File: src/rtl/hazard_pkg.sv
// Shared encodings and types for the pipeline hazard controller.
package hazard_pkg;

   localparam int unsigned REG_W  = 5;
   localparam int unsigned SEL_W  = 2;
   localparam int unsigned WDOG_W = 16;
   localparam int unsigned PERF_W = 32;

   // Writeback source encodings of the execute-stage instruction.
   localparam logic [1:0] WB_ALU  = 2'b00;
   localparam logic [1:0] WB_LOAD = 2'b01;
   localparam logic [1:0] WB_PC4  = 2'b10;
   localparam logic [1:0] WB_IMMU = 2'b11;

   // Execute operand mux selects; 2'b11 is never produced.
   localparam logic [SEL_W-1:0] FWD_RF  = 2'b00;
   localparam logic [SEL_W-1:0] FWD_WB  = 2'b01;
   localparam logic [SEL_W-1:0] FWD_MEM = 2'b10;

   typedef enum logic [1:0] {
      ST_RUN      = 2'b00,
      ST_MEM_WAIT = 2'b01,
      ST_FAULT    = 2'b10
   } state_e;

   // Stall/flush strobes driven to the stage registers.
   typedef struct packed {
      logic stall_f;
      logic stall_d;
      logic stall_e;
      logic stall_m;
      logic flush_d;
      logic flush_e;
   } strobe_t;

endpackage

File: src/rtl/fwd_sel.sv
// Per-operand forwarding comparator: memory stage wins over writeback.
module fwd_sel
   import hazard_pkg::*;
(
   input  logic [REG_W-1:0] rs,
   input  logic [REG_W-1:0] rd_m,
   input  logic             rd_write_m,
   input  logic [REG_W-1:0] rd_w,
   input  logic             rd_write_w,
   output logic [SEL_W-1:0] sel_c
);

   // x0 is never forwarded since it always reads as zero.
   always_comb begin
      sel_c = FWD_RF;
      if (rd_write_m && (rd_m != '0) && (rd_m == rs)) begin
         sel_c = FWD_MEM;
      end else if (rd_write_w && (rd_w != '0) && (rd_w == rs)) begin
         sel_c = FWD_WB;
      end
   end

endmodule

File: src/rtl/hazard_unit.sv
// Hazard controller for the 5-stage RV32 core: forwarding selects,
// load-use / redirect / memory-wait strobes and a memory watchdog.
// Optional HAZARD_PERF_EN builds the stall/flush performance counters.
module hazard_unit
   import hazard_pkg::*;
#(
   parameter int unsigned MEM_TIMEOUT = 255
) (
   input  logic              clk,
   input  logic              rst_n,
   input  logic [REG_W-1:0]  rs1_d,
   input  logic [REG_W-1:0]  rs2_d,
   input  logic [REG_W-1:0]  rs1_e,
   input  logic [REG_W-1:0]  rs2_e,
   input  logic [REG_W-1:0]  rd_e,
   input  logic              rd_write_e,
   input  logic [1:0]        rd_write_src_e,
   input  logic              redirect_e,
   input  logic [REG_W-1:0]  rd_m,
   input  logic              rd_write_m,
   input  logic [REG_W-1:0]  rd_w,
   input  logic              rd_write_w,
   input  logic              mem_req_m,
   input  logic              mem_ready_m,
   output logic              stall_f,
   output logic              stall_d,
   output logic              stall_e,
   output logic              stall_m,
   output logic              flush_d,
   output logic              flush_e,
   output logic [SEL_W-1:0]  forwarding_rs1_e,
   output logic [SEL_W-1:0]  forwarding_rs2_e,
   output logic              mem_fault,
   output logic [PERF_W-1:0] stall_cycles,
   output logic [PERF_W-1:0] flush_count
);

   state_e            state;
   logic [WDOG_W-1:0] wdog;
   logic [WDOG_W-1:0] wdog_inc;
   logic              load_use;
   logic              waiting;
   strobe_t           strb;

   fwd_sel u_fwd_rs1 (
      .rs         (rs1_e),
      .rd_m       (rd_m),
      .rd_write_m (rd_write_m),
      .rd_w       (rd_w),
      .rd_write_w (rd_write_w),
      .sel_c      (forwarding_rs1_e)
   );

   fwd_sel u_fwd_rs2 (
      .rs         (rs2_e),
      .rd_m       (rd_m),
      .rd_write_m (rd_write_m),
      .rd_w       (rd_w),
      .rd_write_w (rd_write_w),
      .sel_c      (forwarding_rs2_e)
   );

   // Load in execute whose result is needed by the instruction in decode.
   assign load_use = rd_write_e && (rd_write_src_e == WB_LOAD) && (rd_e != '0) &&
                     ((rd_e == rs1_d) || (rd_e == rs2_d));

   // Outstanding memory access that is not completing this cycle.
   assign waiting  = !mem_ready_m && ((state == ST_MEM_WAIT) || mem_req_m);

   // Saturating watchdog increment; the counter never wraps.
   assign wdog_inc = (wdog == '1) ? wdog : wdog + WDOG_W'(1);

   // Strobes are combinational from state and inputs; wait > redirect > load-use.
   always_comb begin
      strb = '0;
      if (state == ST_RUN || state == ST_MEM_WAIT) begin
         if (waiting) begin
            strb.stall_f = 1'b1;
            strb.stall_d = 1'b1;
            strb.stall_e = 1'b1;
            strb.stall_m = 1'b1;
         end else if (redirect_e) begin
            strb.flush_d = 1'b1;
            strb.flush_e = 1'b1;
         end else if (load_use) begin
            strb.stall_f = 1'b1;
            strb.stall_d = 1'b1;
            strb.flush_e = 1'b1;
         end
      end else begin
         strb.stall_f = 1'b1;
         strb.stall_d = 1'b1;
         strb.stall_e = 1'b1;
         strb.stall_m = 1'b1;
      end
   end

   assign stall_f = strb.stall_f;
   assign stall_d = strb.stall_d;
   assign stall_e = strb.stall_e;
   assign stall_m = strb.stall_m;
   assign flush_d = strb.flush_d;
   assign flush_e = strb.flush_e;

   // Control FSM with watchdog and sticky fault; FAULT exits only through reset.
   always_ff @(posedge clk or negedge rst_n) begin
      if (!rst_n) begin
         state     <= ST_RUN;
         wdog      <= '0;
         mem_fault <= 1'b0;
      end else begin
         case (state)
            ST_RUN: begin
               if (mem_req_m && !mem_ready_m) begin
                  state <= ST_MEM_WAIT;
                  wdog  <= WDOG_W'(1);
               end
            end
            ST_MEM_WAIT: begin
               if (mem_ready_m) begin
                  state <= ST_RUN;
               end else if (32'(wdog) >= MEM_TIMEOUT) begin
                  state     <= ST_FAULT;
                  mem_fault <= 1'b1;
               end else begin
                  wdog <= wdog_inc;
               end
            end
            ST_FAULT: begin
               mem_fault <= 1'b1;
            end
            default: begin
               state <= ST_RUN;
            end
         endcase
      end
   end

`ifdef HAZARD_PERF_EN
   logic [PERF_W-1:0] stall_cnt;
   logic [PERF_W-1:0] flush_cnt;

   // Free-running performance counters, wrapping modulo 2^32.
   always_ff @(posedge clk or negedge rst_n) begin
      if (!rst_n) begin
         stall_cnt <= '0;
         flush_cnt <= '0;
      end else begin
         if (strb.stall_f) begin
            stall_cnt <= stall_cnt + PERF_W'(1);
         end
         if (strb.flush_e) begin
            flush_cnt <= flush_cnt + PERF_W'(1);
         end
      end
   end

   assign stall_cycles = stall_cnt;
   assign flush_count  = flush_cnt;
`else
   assign stall_cycles = '0;
   assign flush_count  = '0;
`endif

endmodule
File: config.mk
export PLATFORM = sky130hd
export DESIGN_NAME = hazard_unit
export DESIGN_NICKNAME = d
export VERILOG_FILES = /design/src/rtl/hazard_pkg.sv /design/src/rtl/fwd_sel.sv /design/src/rtl/hazard_unit.sv
export SDC_FILE = /design/constraint.sdc
export NUM_CORES = 1
export LEC_CHECK = 0
export BUFFER_PORTS_ARGS = -buffer_cell sky130_fd_sc_hd__clkbuf_2
export CAP_MARGIN = 20
export CELL_PAD_IN_SITES_DETAIL_PLACEMENT = 1
export CELL_PAD_IN_SITES_GLOBAL_PLACEMENT = 1
export CORE_MARGIN = 5
export CORE_UTILIZATION = 30
export CTS_BUF_LIST = sky130_fd_sc_hd__clkbuf_8
export CTS_CLUSTER_DIAMETER = 80
export CTS_CLUSTER_SIZE = 40
export DETAILED_ROUTE_END_ITERATION = 10
export MAX_ROUTING_LAYER = met4
export PLACE_DENSITY = 0.91
export SYNTH_ARGS = -nofsm -noshare
export SYNTH_HDL_FRONTEND = slang
export SYNTH_SLANG_ARGS = --single-unit
File: constraint.sdc
create_clock -name clk -period 2.21 [get_ports clk]
set_clock_uncertainty 0.15 [all_clocks]
set_input_delay 0.1105 -clock clk [delete_from_list [all_inputs] [get_ports clk]]
set_output_delay 0.1105 -clock clk [all_outputs]
set_load 0.1 [all_outputs]
### After elaboration in Yosys (flattened, before gate mapping)

Index checks and enable logic that the tools add are counted.

| storage, ports and cells | value |
|---|---|
| register bits after elaboration | 19 |
| input bits | 45 |
| output and inout bits | 75 |

| cells by class | value |
|---|---|
| $add $sub $neg | 1 |
| magnitude comparators | 1 |
| eq/ne operators | 16 |
| multiplexer cells | 26 |
| bitwise operators | 1 |
| reduce and logical (&&, ||, !) cells | 24 |

Operators by type and width:

| kind | count |
|---|---|
| 2-to-1 mux 16 bit | 4 |
| case mux 16 bit (2 select lines) | 1 |
| equality test 5 bit | 6 |
| 2-to-1 mux 2 bit | 11 |
| adder 16 x 1 -> 16 bit, second input constant | 1 |
| equality test 16 bit, second input constant | 1 |
| greater-or-equal comparator 16 x 8 -> 1 bit, second input constant | 1 |
| nonzero test 5 bit | 3 |
| logical AND 1 bit | 11 |
| 2-to-1 mux 1 bit | 7 |
| != test 2 bit, second input constant | 3 |
| case mux 2 bit (3 select lines) | 1 |
| AND reduction 3 bit | 2 |
| AND reduction 5 bit | 1 |
| equality test 2 x 1 -> 1 bit, second input constant | 2 |
| 2-to-1 mux 4 bit | 1 |
| != test 2 x 1 -> 1 bit, second input constant | 2 |
| nonzero test 2 bit | 2 |
| logical OR 1 bit | 3 |
| != test 3 x 2 -> 1 bit, second input constant | 1 |
| equality test 2 bit, second input constant | 1 |
| logical NOT 2 bit | 1 |
| case mux 1 bit (2 select lines) | 1 |
| logical NOT 1 bit | 1 |
| NOT 1 bit | 1 |

### Longest topological paths before layout

| depth | value |
|---|---|
| word-level depth | 8 |
| depth in mapped cells | 5 |
| gate-level depth less buffers | 5 |

### Cells and area by module

From an unflattened synthesis, not the netlist that was laid out.

| unflattened totals | value |
|---|---|
| cells, all modules | 217 |
| area, all modules | 1878.1 µm² |

By module, submodules not included:

| module | times used | cells an instance | area each (µm²) | sequential area each (µm²) |
|---|---|---|---|---|
| hazard_unit | 1 | 177 | 1575.3 | 475.5 |
| fwd_sel | 2 | 20 | 151.4 | 0.0 |

### Worst setup path before layout

Ideal clock, no wire load.

| path | value |
|---|---|
| path type | input to output |
| from | input port rd_m[4] |
| to | output port forwarding_rs1_e[0] |
| arrival time | 5.313 ns |
| data required time | 1.949 ns |
| setup slack | -3.364 ns |
| stages on the path | 4 |
| buffers on the path | 0 |
| cells stage by stage | xnor2_1 -> nand3_1 -> nor4_1 -> nor4_1 |

| between the ends | value |
|---|---|
| cells in the longest elaborated chain, start to end | 4 |
| elaborated cells between the ends (all ways) | 5 |
| those cells by class | eq/ne: 1; mux: 1; reduce/logical: 3 |

Ends and longest elaborated chain:

| item | line | RTL |
|---|---|---|
| start, declared | hazard_unit.sv:19 | `input logic [REG_W-1:0] rd_m,` |
| nonzero test 5 bit | fwd_sel.sv:16 | `if (rd_write_m && (rd_m != '0) && (rd_m == rs)) begin` |
| logical AND 1 bit | fwd_sel.sv:16 |  |
| logical AND 1 bit (*) | fwd_sel.sv:16 |  |
| 2-to-1 mux 2 bit (*) | fwd_sel.sv:16 |  |
| end, declared | hazard_unit.sv:31 | `output logic [SEL_W-1:0] forwarding_rs1_e,` |

Every way passes the cells marked *; elsewhere a longest branch is shown, timed or not.

### Final worst setup path

| path | value |
|---|---|
| from | register state[0] |
| to | output port flush_e |

| between the ends | value |
|---|---|
| cells in the longest elaborated chain, start to end | 5 |
| elaborated cells between the ends (all ways) | 7 |
| those cells by class | eq/ne: 1; mux: 2; reduce/logical: 4 |

Ends and longest elaborated chain:

| item | line | RTL |
|---|---|---|
| start, declared | hazard_unit.sv:38 | `state_e state;` |
| start signal, assigned | hazard_unit.sv:108 | `state <= ST_RUN;` |
| start signal, assigned | hazard_unit.sv:115 | `state <= ST_MEM_WAIT;` |
| start signal, assigned | hazard_unit.sv:121 | `state <= ST_RUN;` |
| equality test 2 x 1 -> 1 bit | hazard_unit.sv:68, hazard_unit.sv:76 |  |
| logical OR 1 bit | hazard_unit.sv:68 | `assign waiting = !mem_ready_m && ((state == ST_MEM_WAIT) \|\| mem_req_m);` |
| logical AND 1 bit | hazard_unit.sv:68 |  |
| 2-to-1 mux 2 bit | hazard_unit.sv:77 | `if (waiting) begin` |
| 2-to-1 mux 2 bit (*) | hazard_unit.sv:76 | `if (state == ST_RUN \|\| state == ST_MEM_WAIT) begin` |
| end, declared | hazard_unit.sv:30 | `output logic flush_e,` |

Marks and branches as above.

==> reports/results.ini <==
[outcome]
outcome = completed

[power]
power.leakage_nw = 1.09
vdd_drop_max_mv = 0.377
pwr_density_cell_mw_per_mm2 = 650

[place]
routabilityCongestion = 0.836
portBuffers = 55
dpl_cell_area_sq_mm = 0.00218
place_ws_ns = 0.158
dp_hpwl_um = 4100

[floorplan]
die_area_sq_mm = 0.00788
die_x_um = 88.8
row_count = 28
core_area_sq_mm = 0.00599
die_h_um = 88.8
ios = 120
start_util = 0.311

[sta]
whs_ns = 0.188
final_hold_viol_count = 0
rsz0062_at_grt = false
fin_ws_ns = 0.113
fin_crit_sh = 0.949
min_period_ns = 2.10
slew_viol_final = 0
slew_headroom = 0.637
tns_ns = 0
fmax_mhz = 477
worstMarginPinSlew_ns = 0.547
setup-violations-final = 0

[worst_setup_path]
worstPathMaxFanout = 12
r2r-end = wdog[0]$_DFFE_PN0P_
critPathKind = register to output port
critPathLaunchType = register
crit_cells = 5
r2r_setup_slack_ns = 0.18
path_delay_family = flip-flops
path_buf_inv = 2
crit_chain = o21bai_4, nor2b_4, clkinvlp_4, o31ai_4, buf_12
rr_worst_depth = 6
slowest_stage = dfrtp_2
slowest_delay_ns = 0.50
crit_required_ns = 1.95
cp.arrival_ns = 1.84
r2r-start = wdog[1]$_DFFE_PN0P_
cp-endpoint = flush_e
cp-end-kind = output port
crit_start = state[0]$_DFFE_PN0P_

[grt]
grt_pass1_vias = 1646
grt_pass1_wl_um = 7480
grt_max_degree = 20
grt_overflow = 0
antenna_found_initial = 0
grt_usage = 0.122

[final_layout]
nets = 315
layout_common_cells = 64 x conb_1, 49 x clkbuf_2, 24 x xor2_1, 18 x dfrtp_1, 9 x nand3_1
fillCellCount = 731
fin_area_sq_mm = 0.00225
multiInputGateArea_sq_mm = 0.00121
area_growth_pct = 21.1
diodes = 0
regArea_sq_um = 477
mostFrequentLayoutCell = conb_1
drive_gt1_frac = 0.302

[logic_synthesis]
synth_top_area_frac = 0.266
synth_top_area_cell = buf_4
synth_edf_count = 0
synth_area_sq_mm = 0.00186
ys_types = 42
avgSynthCellArea_sq_um = 8.82
synthCells = 211
synthArstFlopShare = 1.00
synth_ff_type = dfrtp_1
yosysSeqAreaShare = 0.255
ys_ff_latch = 19
synthTopCellsByArea = buf_4 27%, dfrtp_1 26%, xor2_1 11%
yosysWarningCount = 0

[worst_hold_path]
hp-class = input pin to async pin

[detailed_routing]
drt.antenna.violating_nets = 0
vias = 1500
drc = 0
drtIter0Drc = 18
avgViaCountPerCell = 4.37
drt_wl_total_um = 4730
firstDrtPassIters = 4
wl_per_cell_um = 13.8

[cts]
clockRootBuffer = clkbuf_8
cts_made_buffers = 3
cts_tree = built
cts.htree.levels = 1
clk_pin_slew_ns = 0.07
clock_latency_ns = 0.26
cts.sinks = 19
clk_path_buf_depth = 2

[flow_run]
drv_cap = 0

layout make-up:
class                      count  area share
tap                           75      0.0416
clock inverter                 1     0.00222
inverter                       6      0.0117
multi-input combinational    180       0.538
sequential                    19       0.211
timing repair buffer          59       0.176
clock buffer                   3      0.0183
synth_stat cells, types with 4 or more instances:
cell,count
dfrtp_1,19
inv_1,6
xnor2_1,6
buf_4,66
nor4_1,4
nand2_1,8
xor2_1,24
nand3_1,9
nor2_1,5
o21ai_0,7
or4_1,6
and2_1,8
flip-flops by register name (all words and copies together) (netlist names):
signal and cells:
mem_fault 1, state 2, wdog 16
per-layer routing:
layer  GRT usage  share of wire
met3      0.0186          0.061
met5           -              0
met2       0.227           0.56
met1       0.135           0.37
met4      0.0316          0.011
report_power, final:
| group | switching [mW] | internal (mW) | total [mW] |
|---|---|---|---|
| Combinational | 0.671 | 0.126 | 0.797 |
| Sequential | 0.0468 | 0.375 | 0.422 |
| Clock | 0.121 | 0.126 | 0.246 |
| Total | 0.838 | 0.627 | 1.47 |
logic make-up (layout without fill, tap and decap cells):
group | Yosys count | in the layout | synth area share
adders and majority gates | 1 | 1 | 0.00672
other | 1 | 64 | 0.00201
xor gates and xnor gates | 30 | 30 | 0.141
DFF | 19 | 19 | 0.255
buffers and inverters | 75 | 69 | 0.285
and+or+nand+nor | 56 | 56 | 0.186
AOI/OAI and AO/OA | 29 | 29 | 0.124
what timing repair did:
item,4_1_cts,5_1_grt
endpoints found under the setup margin,3,2
hold buffers,1,0
gates resized for setup,2,1
pin swaps,0,1
endpoints found under the hold margin,19,0
gates cloned,0,0
setup buffers,0,1
worst min path at each step:
stage / from / end / slack [ns]
2_1_floorplan: rst_n / mem_fault$_DFFE_PN0P_ / -0.34
3_3_place_gp: rst_n / wdog[6]$_DFFE_PN0P_ / -0.07
3_5_place_dp: rst_n / wdog[7]$_DFFE_PN0P_ / -0.05
4_1_cts: rst_n / wdog[6]$_DFFE_PN0P_ / 0.20
5_1_grt: rst_n / wdog[7]$_DFFE_PN0P_ / 0.25
6_report: rst_n / wdog[0]$_DFFE_PN0P_ / 0.19
stage by stage:
step | std cells | total power, mW | utilization
finish | 343 | 1.47 | 0.376
global route | 343 | 1.53 | 0.376
CTS | 342 | 1.47 | 0.374
detailed placement | 337 | 1.22 | 0.364
global placement | 337 | 1.20 | 0.364
floorplan | 274 | 1.17 | -
No activity file was read; power rests on OpenSTA's default activity.
